===== config.mk =====
export PLATFORM = sky130hd
export DESIGN_NAME = multicycle_control_flat
export DESIGN_NICKNAME = d
export VERILOG_FILES = /design/src/rtl/multicycle_control_if.sv /design/src/rtl/multicycle_control.sv /design/src/flat_wrapper.sv
export SDC_FILE = /design/constraint.sdc
export NUM_CORES = 1
export LEC_CHECK = 0
export ABC_AREA = 1
export ABC_CLOCK_PERIOD_IN_PS = 2450
export CAP_MARGIN = 20
export CORE_MARGIN = 3
export CORE_UTILIZATION = 41
export CTS_CLUSTER_DIAMETER = 40
export CTS_CLUSTER_SIZE = 10
export DETAILED_ROUTE_END_ITERATION = 10
export GPL_TIMING_DRIVEN = 0
export HOLD_SLACK_MARGIN = 0.1
export PLACE_DENSITY = 0.88
export SLEW_MARGIN = 20
export SYNTH_ARGS = -nofsm -noshare
export SYNTH_HDL_FRONTEND = slang
export SYNTH_SLANG_ARGS = --single-unit

===== constraint.sdc =====
create_clock -name clk -period 2.45 [get_ports clk]
set_input_delay 0.735 -clock clk [delete_from_list [all_inputs] [get_ports clk]]
set_output_delay 0.735 -clock clk [all_outputs]
set_load 0.01 [all_outputs]

===== src/rtl/multicycle_control_if.sv =====
`default_nettype none
// ============================================================================
//  Module      : multicycle_control_if
//  Description : Bundle of the control FSM's datapath-facing signals.
//                master modport = control FSM (drives strobes and selects)
//                slave  modport = datapath / field decoder (drives Op,
//                funct, zero, mem_ready).
//  Signals     : Op[5:0], funct[5:0], zero, mem_ready      (to controller)
//                mem_read, mem_write, ir_write, pc_write,  (from controller)
//                pc_src[1:0], reg_write, regDst[1:0], memToReg[1:0],
//                alu_srcA, alu_srcB[1:0], alu_control[2:0], illegal,
//                state[3:0], cycle_count[CNT_W-1:0], retire_count[CNT_W-1:0]
//  Revision    : 1.0  initial release
// ============================================================================
interface multicycle_control_if #(
    parameter int CNT_W = 32
);
    logic [5:0]       Op;
    logic [5:0]       funct;
    logic             zero;
    logic             mem_ready;
    logic             mem_read;
    logic             mem_write;
    logic             ir_write;
    logic             pc_write;
    logic [1:0]       pc_src;
    logic             reg_write;
    logic [1:0]       regDst;
    logic [1:0]       memToReg;
    logic             alu_srcA;
    logic [1:0]       alu_srcB;
    logic [2:0]       alu_control;
    logic             illegal;
    logic [3:0]       state;
    logic [CNT_W-1:0] cycle_count;
    logic [CNT_W-1:0] retire_count;

    modport master (
        input  Op, funct, zero, mem_ready,
        output mem_read, mem_write, ir_write, pc_write, pc_src,
               reg_write, regDst, memToReg, alu_srcA, alu_srcB,
               alu_control, illegal, state, cycle_count, retire_count
    );

    modport slave (
        output Op, funct, zero, mem_ready,
        input  mem_read, mem_write, ir_write, pc_write, pc_src,
               reg_write, regDst, memToReg, alu_srcA, alu_srcB,
               alu_control, illegal, state, cycle_count, retire_count
    );
endinterface
`default_nettype wire


===== src/rtl/multicycle_control.sv =====
`default_nettype none
// ============================================================================
//  Module      : multicycle_control
//  Description : Multi-cycle MIPS control FSM. Steps the shared datapath
//                through fetch/decode/execute/memory/writeback one
//                instruction at a time, handshaking with a variable-latency
//                memory and faulting on illegal encodings or memory timeout.
//  Ports       : clk    - clock, rising edge
//                reset  - asynchronous, active-high
//                bus    - multicycle_control_if.master (see interface file)
//  Parameters  : MEM_TIMEOUT - !mem_ready cycles tolerated before FAULT
//                              (0 = wait forever)
//                CNT_W       - performance counter width
//  Build macro : PERF_COUNT_EN - enables cycle_count / retire_count;
//                undefined ties both to zero with no counter flops.
//  Revision    : 1.0  initial release
// ============================================================================
module multicycle_control #(
    parameter int MEM_TIMEOUT = 16,
    parameter int CNT_W       = 32
) (
    input  wire logic             clk,
    input  wire logic             reset,
    multicycle_control_if.master  bus
);

    typedef enum logic [3:0] {
        S_FETCH    = 4'd0,
        S_DECODE   = 4'd1,
        S_EXEC_R   = 4'd2,
        S_EXEC_I   = 4'd3,
        S_WB_R     = 4'd4,
        S_WB_I     = 4'd5,
        S_MEM_ADDR = 4'd6,
        S_MEM_RD   = 4'd7,
        S_MEM_WR   = 4'd8,
        S_WB_MEM   = 4'd9,
        S_BRANCH   = 4'd10,
        S_JUMP     = 4'd11,
        S_FAULT    = 4'd12
    } t_state;

    localparam int c_WAIT_W = (MEM_TIMEOUT > 1) ? $clog2(MEM_TIMEOUT) : 1;
    localparam int c_LAST   = (MEM_TIMEOUT > 0) ? MEM_TIMEOUT - 1 : 0;

    t_state              r_state;
    t_state              w_next;
    logic [c_WAIT_W-1:0] r_wait;
    logic                w_waiting;
    logic                w_timeout;

    // Only the three memory-handshake states can stall on mem_ready.
    assign w_waiting = (r_state == S_FETCH) || (r_state == S_MEM_RD) ||
                       (r_state == S_MEM_WR);
    assign w_timeout = (MEM_TIMEOUT != 0) && w_waiting && !bus.mem_ready &&
                       (r_wait == c_LAST[c_WAIT_W-1:0]);

    // Output decode and next-state logic. Strobes are forced low while reset
    // is asserted so an in-flight memory request drops immediately.
    always_comb begin
        bus.mem_read    = 1'b0;
        bus.mem_write   = 1'b0;
        bus.ir_write    = 1'b0;
        bus.pc_write    = 1'b0;
        bus.pc_src      = 2'b00;
        bus.reg_write   = 1'b0;
        bus.regDst      = 2'b00;
        bus.memToReg    = 2'b00;
        bus.alu_srcA    = 1'b0;
        bus.alu_srcB    = 2'b00;
        bus.alu_control = 3'b000;
        w_next          = r_state;

        if (!reset) begin
            case (r_state)
                S_FETCH: begin
                    bus.mem_read = 1'b1;
                    bus.alu_srcB = 2'b01;
                    if (bus.mem_ready) begin
                        bus.ir_write = 1'b1;
                        bus.pc_write = 1'b1;
                        w_next       = S_DECODE;
                    end
                end
                S_DECODE: begin
                    // Precompute branch target into ALUOut.
                    bus.alu_srcB = 2'b11;
                    case (bus.Op)
                        6'h00:        w_next = S_EXEC_R;
                        6'h23, 6'h2B: w_next = S_MEM_ADDR;
                        6'h04, 6'h05: w_next = S_BRANCH;
                        6'h08, 6'h0E: w_next = S_EXEC_I;
                        6'h02, 6'h03: w_next = S_JUMP;
                        default:      w_next = S_FAULT;
                    endcase
                end
                S_EXEC_R: begin
                    bus.alu_srcA = 1'b1;
                    case (bus.funct)
                        6'h20: begin bus.alu_control = 3'b000; w_next = S_WB_R; end
                        6'h22: begin bus.alu_control = 3'b001; w_next = S_WB_R; end
                        6'h2A: begin bus.alu_control = 3'b011; w_next = S_WB_R; end
                        6'h08: begin
                            bus.pc_write = 1'b1;
                            bus.pc_src   = 2'b11;
                            w_next       = S_FETCH;
                        end
                        default: w_next = S_FAULT;
                    endcase
                end
                S_EXEC_I: begin
                    bus.alu_srcA    = 1'b1;
                    bus.alu_srcB    = 2'b10;
                    bus.alu_control = (bus.Op == 6'h0E) ? 3'b010 : 3'b000;
                    w_next          = S_WB_I;
                end
                S_WB_R: begin
                    bus.reg_write = 1'b1;
                    bus.regDst    = 2'b01;
                    w_next        = S_FETCH;
                end
                S_WB_I: begin
                    bus.reg_write = 1'b1;
                    w_next        = S_FETCH;
                end
                S_MEM_ADDR: begin
                    bus.alu_srcA = 1'b1;
                    bus.alu_srcB = 2'b10;
                    w_next       = (bus.Op == 6'h2B) ? S_MEM_WR : S_MEM_RD;
                end
                S_MEM_RD: begin
                    bus.mem_read = 1'b1;
                    if (bus.mem_ready) w_next = S_WB_MEM;
                end
                S_MEM_WR: begin
                    bus.mem_write = 1'b1;
                    if (bus.mem_ready) w_next = S_FETCH;
                end
                S_WB_MEM: begin
                    bus.reg_write = 1'b1;
                    bus.memToReg  = 2'b01;
                    w_next        = S_FETCH;
                end
                S_BRANCH: begin
                    bus.alu_srcA    = 1'b1;
                    bus.alu_control = 3'b001;
                    bus.pc_src      = 2'b01;
                    bus.pc_write    = ((bus.Op == 6'h04) &&  bus.zero) ||
                                      ((bus.Op == 6'h05) && !bus.zero);
                    w_next          = S_FETCH;
                end
                S_JUMP: begin
                    bus.pc_write = 1'b1;
                    bus.pc_src   = 2'b10;
                    if (bus.Op == 6'h03) begin
                        bus.reg_write = 1'b1;
                        bus.regDst    = 2'b10;
                        bus.memToReg  = 2'b10;
                    end
                    w_next = S_FETCH;
                end
                S_FAULT:  w_next = S_FAULT;
                default:  w_next = S_FAULT;
            endcase

            if (w_timeout) begin
                w_next = S_FAULT;
            end
        end
    end

    assign bus.state   = r_state;
    assign bus.illegal = (r_state == S_FAULT) && !reset;

`ifdef PERF_COUNT_EN
    logic [CNT_W-1:0] r_cycle;
    logic [CNT_W-1:0] r_retire;
    logic             w_retire;

    assign w_retire         = (w_next == S_FETCH) && (r_state != S_FETCH);
    assign bus.cycle_count  = r_cycle;
    assign bus.retire_count = r_retire;
`else
    assign bus.cycle_count  = {CNT_W{1'b0}};
    assign bus.retire_count = {CNT_W{1'b0}};
`endif

    always_ff @(posedge clk or posedge reset) begin
        if (reset) begin
            r_state  <= S_FETCH;
            r_wait   <= '0;
`ifdef PERF_COUNT_EN
            r_cycle  <= '0;
            r_retire <= '0;
`endif
        end else begin
            r_state <= w_next;
            // Wait counter restarts on every state change, so it measures
            // consecutive stalled cycles within one handshake state.
            if (w_next != r_state) begin
                r_wait <= '0;
            end else if (w_waiting && !bus.mem_ready) begin
                r_wait <= r_wait + 1'b1;
            end
`ifdef PERF_COUNT_EN
            if (r_state != S_FAULT) r_cycle  <= r_cycle + 1'b1;
            if (w_retire)           r_retire <= r_retire + 1'b1;
`endif
        end
    end

endmodule
`default_nettype wire

===== src/flat_wrapper.sv =====
// flat-port wrapper written by rule: the top's interface ports become plain ports
module multicycle_control_flat 
#(
    parameter int MEM_TIMEOUT = 16,
    parameter int CNT_W       = 32
)
  (clk, reset, bus_Op, bus_funct, bus_zero, bus_mem_ready, bus_mem_read, bus_mem_write, bus_ir_write, bus_pc_write, bus_pc_src, bus_reg_write, bus_regDst, bus_memToReg, bus_alu_srcA, bus_alu_srcB, bus_alu_control, bus_illegal, bus_state, bus_cycle_count, bus_retire_count);
  multicycle_control_if #(.CNT_W(CNT_W)) bus_i ();
  input  wire logic clk;
  input  wire logic reset;
  input wire logic [$bits(bus_i.Op)-1:0] bus_Op;
  input wire logic [$bits(bus_i.funct)-1:0] bus_funct;
  input wire logic [$bits(bus_i.zero)-1:0] bus_zero;
  input wire logic [$bits(bus_i.mem_ready)-1:0] bus_mem_ready;
  output wire logic [$bits(bus_i.mem_read)-1:0] bus_mem_read;
  output wire logic [$bits(bus_i.mem_write)-1:0] bus_mem_write;
  output wire logic [$bits(bus_i.ir_write)-1:0] bus_ir_write;
  output wire logic [$bits(bus_i.pc_write)-1:0] bus_pc_write;
  output wire logic [$bits(bus_i.pc_src)-1:0] bus_pc_src;
  output wire logic [$bits(bus_i.reg_write)-1:0] bus_reg_write;
  output wire logic [$bits(bus_i.regDst)-1:0] bus_regDst;
  output wire logic [$bits(bus_i.memToReg)-1:0] bus_memToReg;
  output wire logic [$bits(bus_i.alu_srcA)-1:0] bus_alu_srcA;
  output wire logic [$bits(bus_i.alu_srcB)-1:0] bus_alu_srcB;
  output wire logic [$bits(bus_i.alu_control)-1:0] bus_alu_control;
  output wire logic [$bits(bus_i.illegal)-1:0] bus_illegal;
  output wire logic [$bits(bus_i.state)-1:0] bus_state;
  output wire logic [$bits(bus_i.cycle_count)-1:0] bus_cycle_count;
  output wire logic [$bits(bus_i.retire_count)-1:0] bus_retire_count;
  assign bus_i.Op = bus_Op;
  assign bus_i.funct = bus_funct;
  assign bus_i.zero = bus_zero;
  assign bus_i.mem_ready = bus_mem_ready;
  assign bus_mem_read = bus_i.mem_read;
  assign bus_mem_write = bus_i.mem_write;
  assign bus_ir_write = bus_i.ir_write;
  assign bus_pc_write = bus_i.pc_write;
  assign bus_pc_src = bus_i.pc_src;
  assign bus_reg_write = bus_i.reg_write;
  assign bus_regDst = bus_i.regDst;
  assign bus_memToReg = bus_i.memToReg;
  assign bus_alu_srcA = bus_i.alu_srcA;
  assign bus_alu_srcB = bus_i.alu_srcB;
  assign bus_alu_control = bus_i.alu_control;
  assign bus_illegal = bus_i.illegal;
  assign bus_state = bus_i.state;
  assign bus_cycle_count = bus_i.cycle_count;
  assign bus_retire_count = bus_i.retire_count;
  multicycle_control #(.MEM_TIMEOUT(MEM_TIMEOUT), .CNT_W(CNT_W)) u_core (.clk(clk), .reset(reset), .bus(bus_i));
endmodule

==> flow_summary.json <==
{
  "die-area_um2": 4839,
  "syn_area_per_cell_um2": 6.421,
  "drtIter0Drc": 135,
  "reg2reg_slack_ns": 0.64,
  "skew_ns": 0.006133,
  "grt_pass1_vias": 1632,
  "hold_viol": 0,
  "clk-insertion-delay-late_ns": 0.23,
  "period_needed_ns": 2.459,
  "seq_area_um2": 203.9,
  "hold_class": "input pin to async pin",
  "clkSinkCount": 8,
  "clk_path_buf_depth": 2,
  "pwr-share-seq_pct": 21.4,
  "syn_inst": 258,
  "p_leak_nw": 1.480,
  "drc": 0,
  "internal_power_mw": 0.5014,
  "yosysSeqAreaShare_pct": 12.08,
  "fmax_mhz": 406.6,
  "vias_per_cell": 4.286,
  "crit_path_end": "bus_pc_write",
  "cp-start-kind": "input pin",
  "drtPass1Iterations": 4,
  "vias": 1826,
  "multi_input_area_um2": 1174,
  "swShare_pct": 44.85,
  "tns_ns": -0.009169,
  "p_total_mw": 0.9093,
  "drv_cap": 0,
  "drive_above_1_share_pct": 42.86,
  "synth.distinct_cells": 36,
  "outcome": "finished, violations left",
  "grt_max_degree": 18,
  "cts_root_buf": "clkbuf_8",
  "die_h_um": 69.57,
  "dp_slack_ns": -0.8493,
  "core_area_um2": 3771,
  "die_x_um": 69.57,
  "io_buffers": 36,
  "rows": 22,
  "crit_required_ns": 1.71,
  "ant_nets": 0,
  "gp_congestion": 0.9587,
  "final_area_um2": 2495,
  "grt_remaining_overflow": 0,
  "net-switching-power_mw": 0.4078,
  "fill_cells": 337,
  "synthFlopType": "dfrtp_1",
  "p_per_area_nw_per_um2": 364.5,
  "clockPowerShare_pct": 17.7,
  "fin_hold_ws_ns": 0.5391,
  "ys.warnings.count": 0,
  "worst_slack_ns": -0.009169,
  "fin_crit_sh_pct": 100.4,
  "grt_use_total_pct": 17.26,
  "report.final.slew_viol_count": 0,
  "post_drt_wl_per_cell_um": 10.67,
  "violations": "setup timing",
  "worstReg2RegStart": "u_core.bus.state[1]",
  "dpl_cell_area_um2": 2323,
  "crit_arrival_ns": 1.72,
  "worstSetupPathType": "input pin to output pin",
  "wirelength_um": 4545,
  "ys_seq_elements": 8,
  "synth_area_um2": 1657,
  "htree_levels": 1,
  "mostFrequentLayoutCell": "buf_4",
  "grt_pass1_wl_um": 7079,
  "cts_tree": "done",
  "dp_hpwl_um": 3321,
  "crit_start": "bus_Op[1]",
  "end_kind": "output pin",
  "grt_setup_unrepaired": "true",
  "setup_viol": 1,
  "ir_drop_uv": 393.2,
  "syn_to_final_growth_pct": 50.60,
  "diodes": 0,
  "start_util_pct": 43.93,
  "synth-async-reset-ratio_pct": 100.0,
  "p_comb_share_pct": 60.9,
  "synth_edf_count": 0,
  "ff2ff_path_depth": 13,
  "path_clk_slew_ns": 0.04,
  "io_pins": 102,
  "cp_max_fo": 7,
  "cts_buffers": 3,
  "r2r_end": "u_core.r_wait[1]",
  "fin_nets": 397,
  "antenna_found_initial": 0,
  "final_cell_mix": "buf_4 (81), conb_1 (65), nand2_1 (37), nor2_1 (31), inv_1 (20)"
}
[logic make-up after synthesis]
logic type,share of synthesized area [%]
other cells,0.2264
simple gates,41.54
buf+inv,36.86
fa+ha+maj,0.7552
mux,0.6043
flops,12.08
compound gates,5.816
xor+xnor,2.115
[critical path, cell delays in order]
cell,delay [ns]
buf_2,0.14
nor2_1,0.21
nand3_4,0.11
nand3b_1,0.17
a31oi_1,0.19
buf_2,0.17
[per-stage QoR]
stage | util (%) | instances
5_1_grt | 66.16 | 426
3_5_place_dp | 61.61 | 406
6_report | 66.16 | 426
4_1_cts | 64.10 | 419
3_3_place_gp | 61.61 | 406
2_1_floorplan | - | 322
[sequential cells by signal, indices dropped and copies added (netlist names)]
signal            count
u_core.bus.state      4
u_core.r_wait         4
[repair_timing]
action,CTS,global route
gates resized for setup,106,28
gates cloned,0,0
hold buffers,0,0
buffers inserted,10,7
endpoints found under the setup margin,17,11
pin swaps,12,11
[layer usage]
metal / vias up / routed length, um / part of all wire, % / track usage (%)
li1: 937 / - / - / -
met1: 785 / 1719 / 38 / 20.60
met2: 93 / 2334 / 51 / 30.51
met3: 11 / 401 / 8.8 / 3.768
met4: 0 / 90 / 2.0 / 5.423
met5: - / 0 / 0 / 0
[power groups by stage]
stage | sequential [mW] | combinational [mW] | clock, mW
after floorplan | 0.186 | 0.369 | 0
after global placement | 0.187 | 0.504 | 0
after detailed placement | 0.187 | 0.507 | 0
after CTS | 0.191 | 0.511 | 0.163
after global routing | 0.197 | 0.613 | 0.172
final | 0.195 | 0.554 | 0.161
[cell type report]
type | instances | share of cell area [%]
plain buffers | 68 | 21.26
clock buffers | 3 | 1.655
inverters | 27 | 4.463
multi-input cells | 219 | 47.04
flip-flops and latches | 8 | 8.175
well taps | 48 | 2.407
repair buffers | 53 | 15.00
[synthesized netlist by cell type, types with 2 or more instances]
master | number | share of area [%]
a21oi_1 | 2 | 0.60
a31oi_1 | 2 | 0.76
buf_2 | 2 | 0.60
buf_4 | 65 | 29
dfrtp_1 | 8 | 12
inv_1 | 23 | 5.2
inv_2 | 4 | 0.91
nand2_1 | 37 | 8.4
nand2_2 | 5 | 1.9
nand2_4 | 4 | 2.7
nand3_1 | 16 | 4.8
nand3_2 | 4 | 2.4
nand3b_1 | 3 | 1.4
nand4_1 | 6 | 2.3
nor2_1 | 40 | 9.1
nor2_2 | 6 | 2.3
nor2_4 | 3 | 2.0
nor3_1 | 3 | 0.91
nor4_1 | 2 | 0.76
o21ai_0 | 4 | 1.2
o31ai_1 | 2 | 0.91
xor2_1 | 3 | 1.6
[how the worst min path moves through the flow]
stage / from / endpoint / slack, ns / cells after the start
global route: reset / u_core.bus.state[1] / 0.55 / 3
finish: reset / u_core.bus.state[1] / 0.54 / 3
CTS: u_core.r_wait[3] / u_core.r_wait[3] / 0.55 / 2
floorplan: u_core.r_wait[3] / u_core.r_wait[3] / 0.52 / 2
global placement: u_core.r_wait[3] / u_core.r_wait[3] / 0.54 / 2
detailed placement: u_core.r_wait[3] / u_core.r_wait[3] / 0.54 / 2
Power figures use the tool's default switching activity.
